<file path="src/rtl/led_matrix_scanner.sv">
// Row-scanning LED matrix driver with double-buffered frame store, row dwell and inter-row blanking.
// Optional macro LED_SCAN_BRIGHTNESS_EN adds a per-row brightness input that trims column on-time.
module led_matrix_scanner #(
   parameter int ROWS  = 5,
   parameter int COLS  = 7,
   parameter int DWELL = 1000,
   parameter int BLANK = 2
) (
   input  logic                     CLK,
   input  logic                     RST,
   input  logic [ROWS*COLS-1:0]     frame_in,
   input  logic                     frame_valid,
   output logic                     frame_ready,
   output logic [ROWS-1:0]          row_out,
   output logic [COLS-1:0]          col_out,
   output logic                     frame_start,
   output logic [$clog2(ROWS)-1:0]  row_idx
`ifdef LED_SCAN_BRIGHTNESS_EN
   ,
   input  logic [$clog2(DWELL+1)-1:0] bright
`endif
);

   localparam int RW   = $clog2(ROWS);
   localparam int MAXC = (DWELL > BLANK) ? DWELL : BLANK;
   localparam int PW   = $clog2(MAXC + 1);

   typedef enum logic {S_BLANK, S_DRIVE} state_t;

   state_t                r_state;
   logic [PW-1:0]         r_phase;
   logic [RW-1:0]         r_row;
   logic [ROWS*COLS-1:0]  r_active;
   logic [ROWS*COLS-1:0]  r_shadow;
   logic                  r_pending;

   logic                  w_last_blank;
   logic                  w_last_drive;
   logic                  w_row_last;
   logic [RW-1:0]         w_row_next;
   logic [ROWS-1:0]       w_onehot;
   logic [COLS-1:0]       w_cols;
   logic                  w_capture;

   assign w_last_blank = (r_phase == PW'(BLANK - 1));
   assign w_last_drive = (r_phase == PW'(DWELL - 1));
   assign w_row_last   = (r_row == RW'(ROWS - 1));
   assign w_row_next   = w_row_last ? '0 : r_row + RW'(1);
   assign w_onehot     = ROWS'(1) << r_row;
   assign w_capture    = frame_valid && frame_ready;

`ifdef LED_SCAN_BRIGHTNESS_EN
   localparam int BW = $clog2(DWELL + 1);
   localparam int CW = (PW > BW) ? PW : BW;
   logic [BW-1:0] r_bright;

   // Columns are lit only for the first r_bright cycles of each dwell.
   assign w_cols = (CW'(r_phase) < CW'(r_bright)) ? r_active[r_row*COLS +: COLS] : '0;
`else
   assign w_cols = r_active[r_row*COLS +: COLS];
`endif

   // Outputs are registered images of the FSM state, so they trail it by one cycle.
   always_ff @(posedge CLK) begin
      if (RST) begin
         r_state     <= S_BLANK;
         r_phase     <= '0;
         r_row       <= '0;
         r_active    <= '0;
         r_shadow    <= '0;
         r_pending   <= 1'b0;
         frame_ready <= 1'b1;
         row_out     <= '0;
         col_out     <= '0;
         frame_start <= 1'b0;
         row_idx     <= '0;
`ifdef LED_SCAN_BRIGHTNESS_EN
         r_bright    <= '0;
`endif
      end else begin
         frame_start <= (r_state == S_BLANK) && (r_phase == '0) && (r_row == '0);
         row_idx     <= r_row;
         if (r_state == S_DRIVE) begin
            row_out <= w_onehot;
            col_out <= w_cols;
         end else begin
            row_out <= '0;
            col_out <= '0;
         end

         case (r_state)
            S_BLANK: begin
               if (w_last_blank) begin
                  r_state <= S_DRIVE;
                  r_phase <= '0;
`ifdef LED_SCAN_BRIGHTNESS_EN
                  r_bright <= bright;
`endif
               end else begin
                  r_phase <= r_phase + PW'(1);
               end
            end
            default: begin
               if (w_last_drive) begin
                  r_state <= S_BLANK;
                  r_phase <= '0;
                  r_row   <= w_row_next;
                  // Swap only at the frame boundary so a frame is never torn.
                  if (w_row_last && r_pending) begin
                     r_active    <= r_shadow;
                     r_pending   <= 1'b0;
                     frame_ready <= 1'b1;
                  end
               end else begin
                  r_phase <= r_phase + PW'(1);
               end
            end
         endcase

         // Ready implies no pending frame, so this never collides with the swap above.
         if (w_capture) begin
            r_shadow    <= frame_in;
            r_pending   <= 1'b1;
            frame_ready <= 1'b0;
         end
      end
   end

endmodule

</file>
<file path="config.mk">
export PLATFORM = sky130hd
export DESIGN_NAME = led_matrix_scanner
export DESIGN_NICKNAME = d
export VERILOG_FILES = /design/src/rtl/led_matrix_scanner.sv
export SDC_FILE = /design/constraint.sdc
export NUM_CORES = 1
export LEC_CHECK = 0
export CORE_UTILIZATION = 30
export CTS_CLUSTER_DIAMETER = 60
export CTS_CLUSTER_SIZE = 25
export DETAILED_ROUTE_END_ITERATION = 10
export PLACE_DENSITY = 0.51
export REMOVE_ABC_BUFFERS = 1
export SLEW_MARGIN = 0
export SYNTH_ARGS = -nofsm -noshare
export SYNTH_HDL_FRONTEND = slang
export SYNTH_SLANG_ARGS = --single-unit
</file>
<file path="constraint.sdc">
create_clock -name CLK -period 1.91 [get_ports CLK]
set_input_delay 0.382 -clock CLK [delete_from_list [all_inputs] [get_ports CLK]]
set_output_delay 0.382 -clock CLK [all_outputs]
set_load 0.02 [all_outputs]
</file>
==> results of run 1 <==
synthesized netlist by cell type (all sizes together):
library cell	number	area share [%]
a41o	1	0.24
mux4	7	3.7
nor3	4	0.47
a211oi	7	1.4
ha	5	1.5
mux2i	35	8.3
o2bb2ai	1	0.21
nor4b	2	0.91
or3	3	0.44
o21ai	4	0.47
xor2	2	0.41
and3	5	0.74
o31ai	3	0.53
nand3	4	0.47
nor2	7	0.62
inv	8	0.71
mux2	2	0.53
o22ai	1	0.15
nand2b	72	11
a211o	1	0.21
nand4	5	1.1
buf	14	2.1
dfxtp	102	48
nand4b	1	0.56
and2	3	0.44
nor4	3	0.59
nand2	74	6.6
nor3b	1	0.18
a22o	7	1.4
clkbuf	17	1.5
a21oi	36	4.2
xnor2	1	0.21
or4	2	0.35
flip-flops by register name, indices dropped and copies added, names as in the netlist:
| name | cells |
|---|---|
| r_active | 35 |
| r_phase | 10 |
| frame_start | 1 |
| row_idx | 3 |
| r_row | 3 |
| col_out | 7 |
| frame_ready | 1 |
| r_shadow | 35 |
| r_pending | 1 |
| r_state | 1 |
| row_out | 5 |
worst paths after layout:
| path | endpoint |
|---|---|
| setup / recovery | r_row[0] |
| hold / removal | r_state |
| setup reg to reg | r_row[0] |
| hold reg to reg | r_shadow[15] |
metal layers:
metal  wire (um)  GRT usage (%)
met5           0              0
met4         127          4.630
met3         343          3.242
met2        3935          20.86
met1        4386          16.13
metrics by stage:
step	instance area [um2]	setup WS, ps
floorplan	4086	-2394
global placement	5004	205.5
detailed placement	5004	129.0
CTS	5286	118.0
global route	5303	62.98
finish	5303	172.8
power by group:
part           total (mW)  internal (mW)  switching [mW]
logic               0.394          0.202           0.192
clock network        1.75           1.01           0.739
registers            2.24           2.20          0.0416
total                4.38           3.40           0.973
final cells by class:
cell class / instances / area [um2]
inverter: 8 / 30.03
fill: 1414 / 8524
sequential: 102 / 2042
multi-input combinational: 299 / 2023
tap: 180 / 225.2
clock inverter: 5 / 50.05
timing repair buffer: 68 / 699.4
clock buffer: 11 / 232.7
cell families after synthesis:
group / after synthesis / share of synthesized area [%]
simple gates: 186 / 24.05
flops: 102 / 48.16
compound gates: 61 / 8.852
mux: 44 / 12.51
buf+inv: 39 / 4.337
fa+ha+maj: 5 / 1.475
xor+xnor: 3 / 0.6198
==> run metrics, run 1 <==
CTS sink count=between 100 and 150; worst skew pair latency=~340 ps; synth-to-layout area growth=25.05%; commonest non-fill, non-tap cell in the layout=dfxtp_1; DRC violations left=0; Syn Inst Count=440; final hold viol count=0; drt total wl=8793 um; # resized after CTS=0; worst hold path stage count=2; crit path max fanout=4; fmax=between 500 and 600 MHz; ANT cells=0; Seq cells post-synth=102; H-tree depth=3; clock root buffer=clkbuf_16; Total Neg Setup Slack=0 ps; largest net degree at the start of global routing=108; clock skew=5.408 ps; GRT overflow=0; crit-path cells=ha_1, nand4b_4, nor4b_2, mux2_2; Seq/Total Area, Yosys=48.16%; DIE AREA=between 0.01 and 0.015 mm2; max_slew headroom=67.18%; setup bufs post-CTS=0; worst-case vdd ir drop=between 0.3 and 0.4 mV; global-route wire length before repair=14,620 um; Max-Cap Viols=0; Synth cell types=40; Layout Nets=~530; Non-Filler Instances=673; routability cong.=0.7414; CP top delay family=simple AND/OR/NAND/NOR gates; I/O pins=55; share of layout cells above drive strength 1=8.925%; FP Rows=43; Critical Path Start Type=flop; buffers added on ports=54; CP max stage cell=nor4b_2; synth warn=0; power consumption=4.378 mW; TritonCTS clock tree=done; Clock transition at path regs=60 ps; initial antenna violation count=1; Final Max Tran Viols=0; Post-Route Utilization=38.35%; Crit path buffers/inverters=0; die width=120.9 um; pwr dens=825.6 mW/mm2; period utilization=90.95%; crit path launch=r_phase[1]; status=complete, no violations; Initial Util=30.67%; hold_buf cts=0; WP data required=roughly 2100 ps; depth of the most critical reg-to-reg path=4; Final setup violation count=0; GRT Total Usage=between 10% and 20%; worst slew pin tran=492.3 ps; HP Start=RST; HP Class=in -> reg; Avg WL per Cell=13.07 um; CP arrival=1960 ps; vias per cell=4.563; DPL Wire Length=roughly 5700 um; CTS buffer count=9; vias in the first global route=approximately 3,100; 1st-iter DRT viols=118; DRT Pass-1 Iters=4; slowest stage delay, CP=between 400 and 500 ps; minimum hold slack=427.4 ps; commonest non-fill, non-tap cells in the layout=102 x dfxtp_1, 74 x nand2_1, 72 x nand2b_1; Placed Cells=656; Critical Setup Path Class=reg -> reg; synthesized area=approximately 0.0042 mm2; Via Count=3,071; Critical Path Stages=4; RSZ-0062 raised after global routing=false; post-route ant nets=0; leak pwr=around 1.9 nW; core area=0.01383 mm2; FF-to-FF setup slack=between 150 and 200 ps; CP endpoint kind=flop; Clock Tree Buf Depth=2; mean post-synth cell area=9.637 um2; reg-to-reg startpoint=r_phase[1]; chip height=120.9 um; Tmin final=1737 ps
(Power assumes the default switching activity.)
==> run 2: changes to the inputs <==
--- a/config.mk
+++ b/config.mk
@@ -11,7 +11,7 @@
 export DETAILED_ROUTE_END_ITERATION = 10
 export PLACE_DENSITY = 0.51
 export REMOVE_ABC_BUFFERS = 1
-export SLEW_MARGIN = 0
+export SLEW_MARGIN = 25
 export SYNTH_ARGS = -nofsm -noshare
 export SYNTH_HDL_FRONTEND = slang
 export SYNTH_SLANG_ARGS = --single-unit
==> results of run 2 <==
The final DEF is identical to that of run 1; final timing and power are the same.
==> run 3: changes to the inputs <==
--- a/config.mk
+++ b/config.mk
@@ -9,6 +9,7 @@
 export CTS_CLUSTER_DIAMETER = 60
 export CTS_CLUSTER_SIZE = 25
 export DETAILED_ROUTE_END_ITERATION = 10
+export GPL_ROUTABILITY_DRIVEN = 0
 export PLACE_DENSITY = 0.51
 export REMOVE_ABC_BUFFERS = 1
 export SLEW_MARGIN = 25
==> results of run 3 <==
The final DEF is identical to that of run 1; final timing and power are the same.
==> edit 1 (config.mk and constraints of run 2) <==
`COLS`: 7 -> 9.
--- a/src/rtl/led_matrix_scanner.sv
+++ b/src/rtl/led_matrix_scanner.sv
@@ -2,7 +2,7 @@
 // Optional macro LED_SCAN_BRIGHTNESS_EN adds a per-row brightness input that trims column on-time.
 module led_matrix_scanner #(
    parameter int ROWS  = 5,
-   parameter int COLS  = 7,
+   parameter int COLS  = 9,
    parameter int DWELL = 1000,
    parameter int BLANK = 2
 ) (
Interface: changed (resized col_out and frame_in); port bits go from 55 to 67. The function was not compared with the original's and may differ.
==> edit 1 against run 2 <==
- power up 49%
- worst setup slack worse by 0.070 ns
- die area increased by 21%
- wire length grew 26%
- combinational power rose by 14%
- sequential cell count is 22 higher
- final area grew 26%
- area after synthesis is 21% higher
- critical path type is now flip-flop to primary output
==> edit 1: results (changes against run 2) <==
[route]
routed_via_density = 4.54  ; was 4.56
wl_per_cell_um = 13.4  ; was 13.1 um
drt_iter0_drc = 206  ; was 118

[cells_and_area]
multi_input_area_share_pct = 36.4  ; was 38.2%
nFillCells = 1610  ; was 1414
multi_input_cells = 361  ; was 299
reg.largest.list = r_active (45), r_shadow (45), r_phase (10)  ; was r_active (35), r_shadow (35), r_phase (10)
nClkBuffers = 27  ; was 11
nonClkBufAreaFrac_pct = 12.5  ; was 13.2%
layout.area.seq_um2 = 2480  ; was 2040 um^2

[power_and_ir_drop]
cellLeakagePower_nw = 2.34  ; was 1.86 nW
p_int_mw = 5.16  ; was 3.40 mW
peakVddDrop_mv = 0.618  ; was 0.397 mV

[placement]
dpl.hpwl_mm = 6.91  ; was 5.69 mm
port_buffers = 66  ; was 54

[global_route]
grt_pass1_wl_mm = 18.6  ; was 14.6 mm
grt_start_max_net_pins = 80  ; was 108
use_met1_pct = 17.4  ; was 16.1%
grtUsageMet3_pct = 4.64  ; was 3.24%
grt_pass1_vias = 3755  ; was 3095

[outcome]
outcome = completed  ; unchanged

[synthesis]
ys_seq_elements = 124  ; was 102
ys_types = 43  ; was 40
netlist_top_cells_count = dfxtp_1 (124), nand2_1 (93), nand2b_1 (91)  ; was dfxtp_1 (102), nand2_1 (74), nand2b_1 (72)

[critical_path]
startpoint = frame_ready  ; was r_phase[1]
worst_path_largest_cell_delay_ns = 0.63  ; was 0.42 ns
crit_path_top_delay_cell = clkdlybuf4s50_1  ; was nor4b_2
crit_arrival_ns = 1.43  ; was 1.96 ns

[clock_network]
numCtsBuffers = 17  ; was 9
htreeDepth = 4  ; was 3

[timing]
worst_pin_slew_ns = 0.652  ; was 0.492 ns

edit 1: worst paths after layout:
check             cells past startpoint            to  slack (ns)
setup / recovery                      1   frame_ready        0.10
hold / removal                        2    row_idx[0]        0.23
setup reg to reg                      6  r_active[44]        0.19
hold reg to reg                       2   r_shadow[2]        0.45
edit 1: repair_timing:
action	in CTS	in global routing
endpoints found under the setup margin	0	41
setup buffers	0	1
resized for setup	0	4
hold buffers	0	0
edit 1: power groups by stage:
stage / clock (mW) / sequential [mW] / combinational [mW]
3_5_place_dp: 0 / 2.78 / 0.451
3_3_place_gp: 0 / 2.77 / 0.445
6_report: 3.36 / 2.72 / 0.448
4_1_cts: 3.44 / 2.72 / 0.452
5_1_grt: 3.56 / 2.73 / 0.502
2_1_floorplan: 0 / 2.78 / 0.198
edit 1: layer usage:
metal  part of all wire [%]  up-vias
met4                    1.2        2
li1                       -     1918
met1                     50     1747
met2                     44       67
met5                   0.15        -
met3                    3.9       13
edit 1: cell families after synthesis:
group	count (synthesis)	synth area share, %
AND/OR/NAND/NOR	224	23.5
flip-flops	124	48.4
AO/OA/AOI/OAI	73	8.76
multiplexers	56	13.2
buffers and inverters	45	4.44
adder cells (fa/ha/maj)	5	1.22
XOR/XNOR	3	0.512
edit 1: through the flow:
| stage | hold slack (ns) | area, um^2 | instances | setup slack (ns) |
|---|---|---|---|---|
| final | 0.227 | 6680 | 826 | 0.103 |
| after global routing | 0.218 | 6680 | 826 | 0.0614 |
| after CTS | 0.217 | 6640 | 824 | 0.0240 |
| after detailed placement | 0.447 | 6020 | 792 | 0.0456 |
| after global placement | 0.446 | 6020 | 792 | 0.144 |
| after floorplan | 0.431 | 4930 | 493 | -1.68 |
==> edit 2 (config.mk and constraints of run 2) <==
Made on the original files. Reset style: asynchronous (`RST`), changed in one clocked block.
--- a/src/rtl/led_matrix_scanner.sv
+++ b/src/rtl/led_matrix_scanner.sv
@@ -61,7 +61,7 @@
 `endif
 
    // Outputs are registered images of the FSM state, so they trail it by one cycle.
-   always_ff @(posedge CLK) begin
+   always_ff @(posedge CLK or posedge RST) begin
       if (RST) begin
          r_state     <= S_BLANK;
          r_phase     <= '0;
Behaviour: differs if RST is asserted again (counterexample within 4 cycles, from zero or initial values and one cycle with RST high); with RST held inactive, the same outputs for 10 cycles.
==> edit 2 against run 2 <==
- final area rose by 2.2%
- wire length shrank 14%
- worst setup slack improved by 0.0082 ns
- clock skew rose by 0.0023 ns
- sequential cell count unchanged
- critical path depth fell by 3
- area after synthesis is the same
- power decreased by 1.2%
- critical path type is now flip-flop to primary output
- critical endpoint is now col_out[0]
==> edit 2: results (changes against run 2) <==
[outcome]
outcome = completed  ; unchanged

[global_route]
track_usage_pct = 11.8  ; was 12.7%
grt_start_max_net_pins = 38  ; was 108
grt_pass1_wl_mm = 12.9  ; was 14.6 mm

[synthesis]
netlist_top_cells_count = dfrtp_1 (101), mux2_2 (43), mux2_4 (28)  ; was dfxtp_1 (102), nand2_1 (74), nand2b_1 (72)
synthTopCellsByArea = dfrtp_1 (60%), mux2_2 (11%), mux2_4 (9.9%)  ; was dfxtp_1 (48%), nand2b_1 (11%), mux2i_1 (8.3%)
seq_area_frac_synth_pct = 60.2  ; was 48.2%
synthArstFlopShare_pct = 100  ; was 0%
synth_top_flop_cell = dfrtp_1  ; was dfxtp_1

[power_and_ir_drop]
sequentialPowerShare_pct = 53.0  ; was 51.1%
p_int_mw = 3.47  ; was 3.40 mW
peakVddDrop_mv = 0.457  ; was 0.397 mV
clkPwrFrac_pct = 42.1  ; was 39.9%

[cells_and_area]
nonClkBufAreaFrac_pct = 13.1  ; was 13.2%
drive_gt1_share_pct = 32.4  ; was 8.92%
nClkBuffers = 12  ; was 11
nFillCells = 1318  ; was 1414
layout.area.seq_um2 = 2550  ; was 2040 um^2
nets = 387  ; was 531

[placement]
dpl.hpwl_mm = 5.33  ; was 5.69 mm

[critical_path]
path_delay_family = buffers and inverters  ; was simple AND/OR/NAND/NOR gates
crit_arrival_ns = 1.35  ; was 1.96 ns
worst_path_largest_cell_delay_ns = 0.62  ; was 0.42 ns
crit_path_top_delay_cell = clkdlybuf4s50_1  ; was nor4b_2
crit_path_max_fanout = 1  ; was 4

[timing]
worst_pin_slew_ns = 0.443  ; was 0.492 ns

[route]
drt_iter0_drc = 86  ; was 118
drt_wl_total_mm = 7.60  ; was 8.79 mm
wl_per_cell_um = 14.4  ; was 13.1 um
vias = 2314  ; was 3071

edit 2: cell types whose count changed after synthesis, moves of 36 or more:
cell	run 2	this run
a21oi_1	36	0
nand2b_1	72	0
nand2_1	74	8
dfxtp_1	102	0
dfrtp_1	0	101
mux2_2	2	43
edit 2: path summary, 6_finish.rpt:
| kind | to | depth (start not counted) | startpoint | slack, ns |
|---|---|---|---|---|
| worst min-delay path | r_phase[7] | 2 | RST | 0.40 |
| worst min register to register | r_pending | 2 | r_pending | 0.48 |
| worst max-delay path | col_out[0] | 1 | col_out[0] | 0.18 |
| worst max register to register | r_phase[5] | 5 | r_phase[1] | 0.21 |
| min in group CLK | r_pending | 2 | r_pending | 0.48 |
| max in group asynchronous | r_shadow[9] | 3 | RST | 0.99 |
edit 2: logic make-up after synthesis:
| family | share of synthesized area (%) |
|---|---|
| and+or+nand+nor | 5.96 |
| DFF | 60.2 |
| muxes | 25.3 |
| AOI/OAI and AO/OA | 2.27 |
| buffers and inverters | 2.24 |
| xor gates and xnor gates | 1.65 |
| adders and majority gates | 2.36 |
edit 2: per-stage QoR:
step / power (mW) / setup WS (ns) / hold WS, ns / area, um^2 / utilization (%)
after floorplan: 2.42 / -1.15 / 0.440 / 4180 / -
after global placement: 2.55 / 0.262 / 0.469 / 5110 / 37.0
after detailed placement: 2.55 / 0.206 / 0.467 / 5110 / 37.0
after CTS: 4.41 / 0.00661 / 0.408 / 5420 / 39.2
after global routing: 4.52 / 0.0431 / 0.446 / 5420 / 39.2
final: 4.32 / 0.181 / 0.400 / 5420 / 39.2
edit 2: per-layer routing:
metal / track usage [%] / wire [um] / part of all wire, %
met5: 0 / 0 / 0
met4: 4.63 / 124 / 1.6
met3: 2.87 / 279 / 3.7
met2: 17.2 / 3420 / 45
met1: 16.7 / 3770 / 50
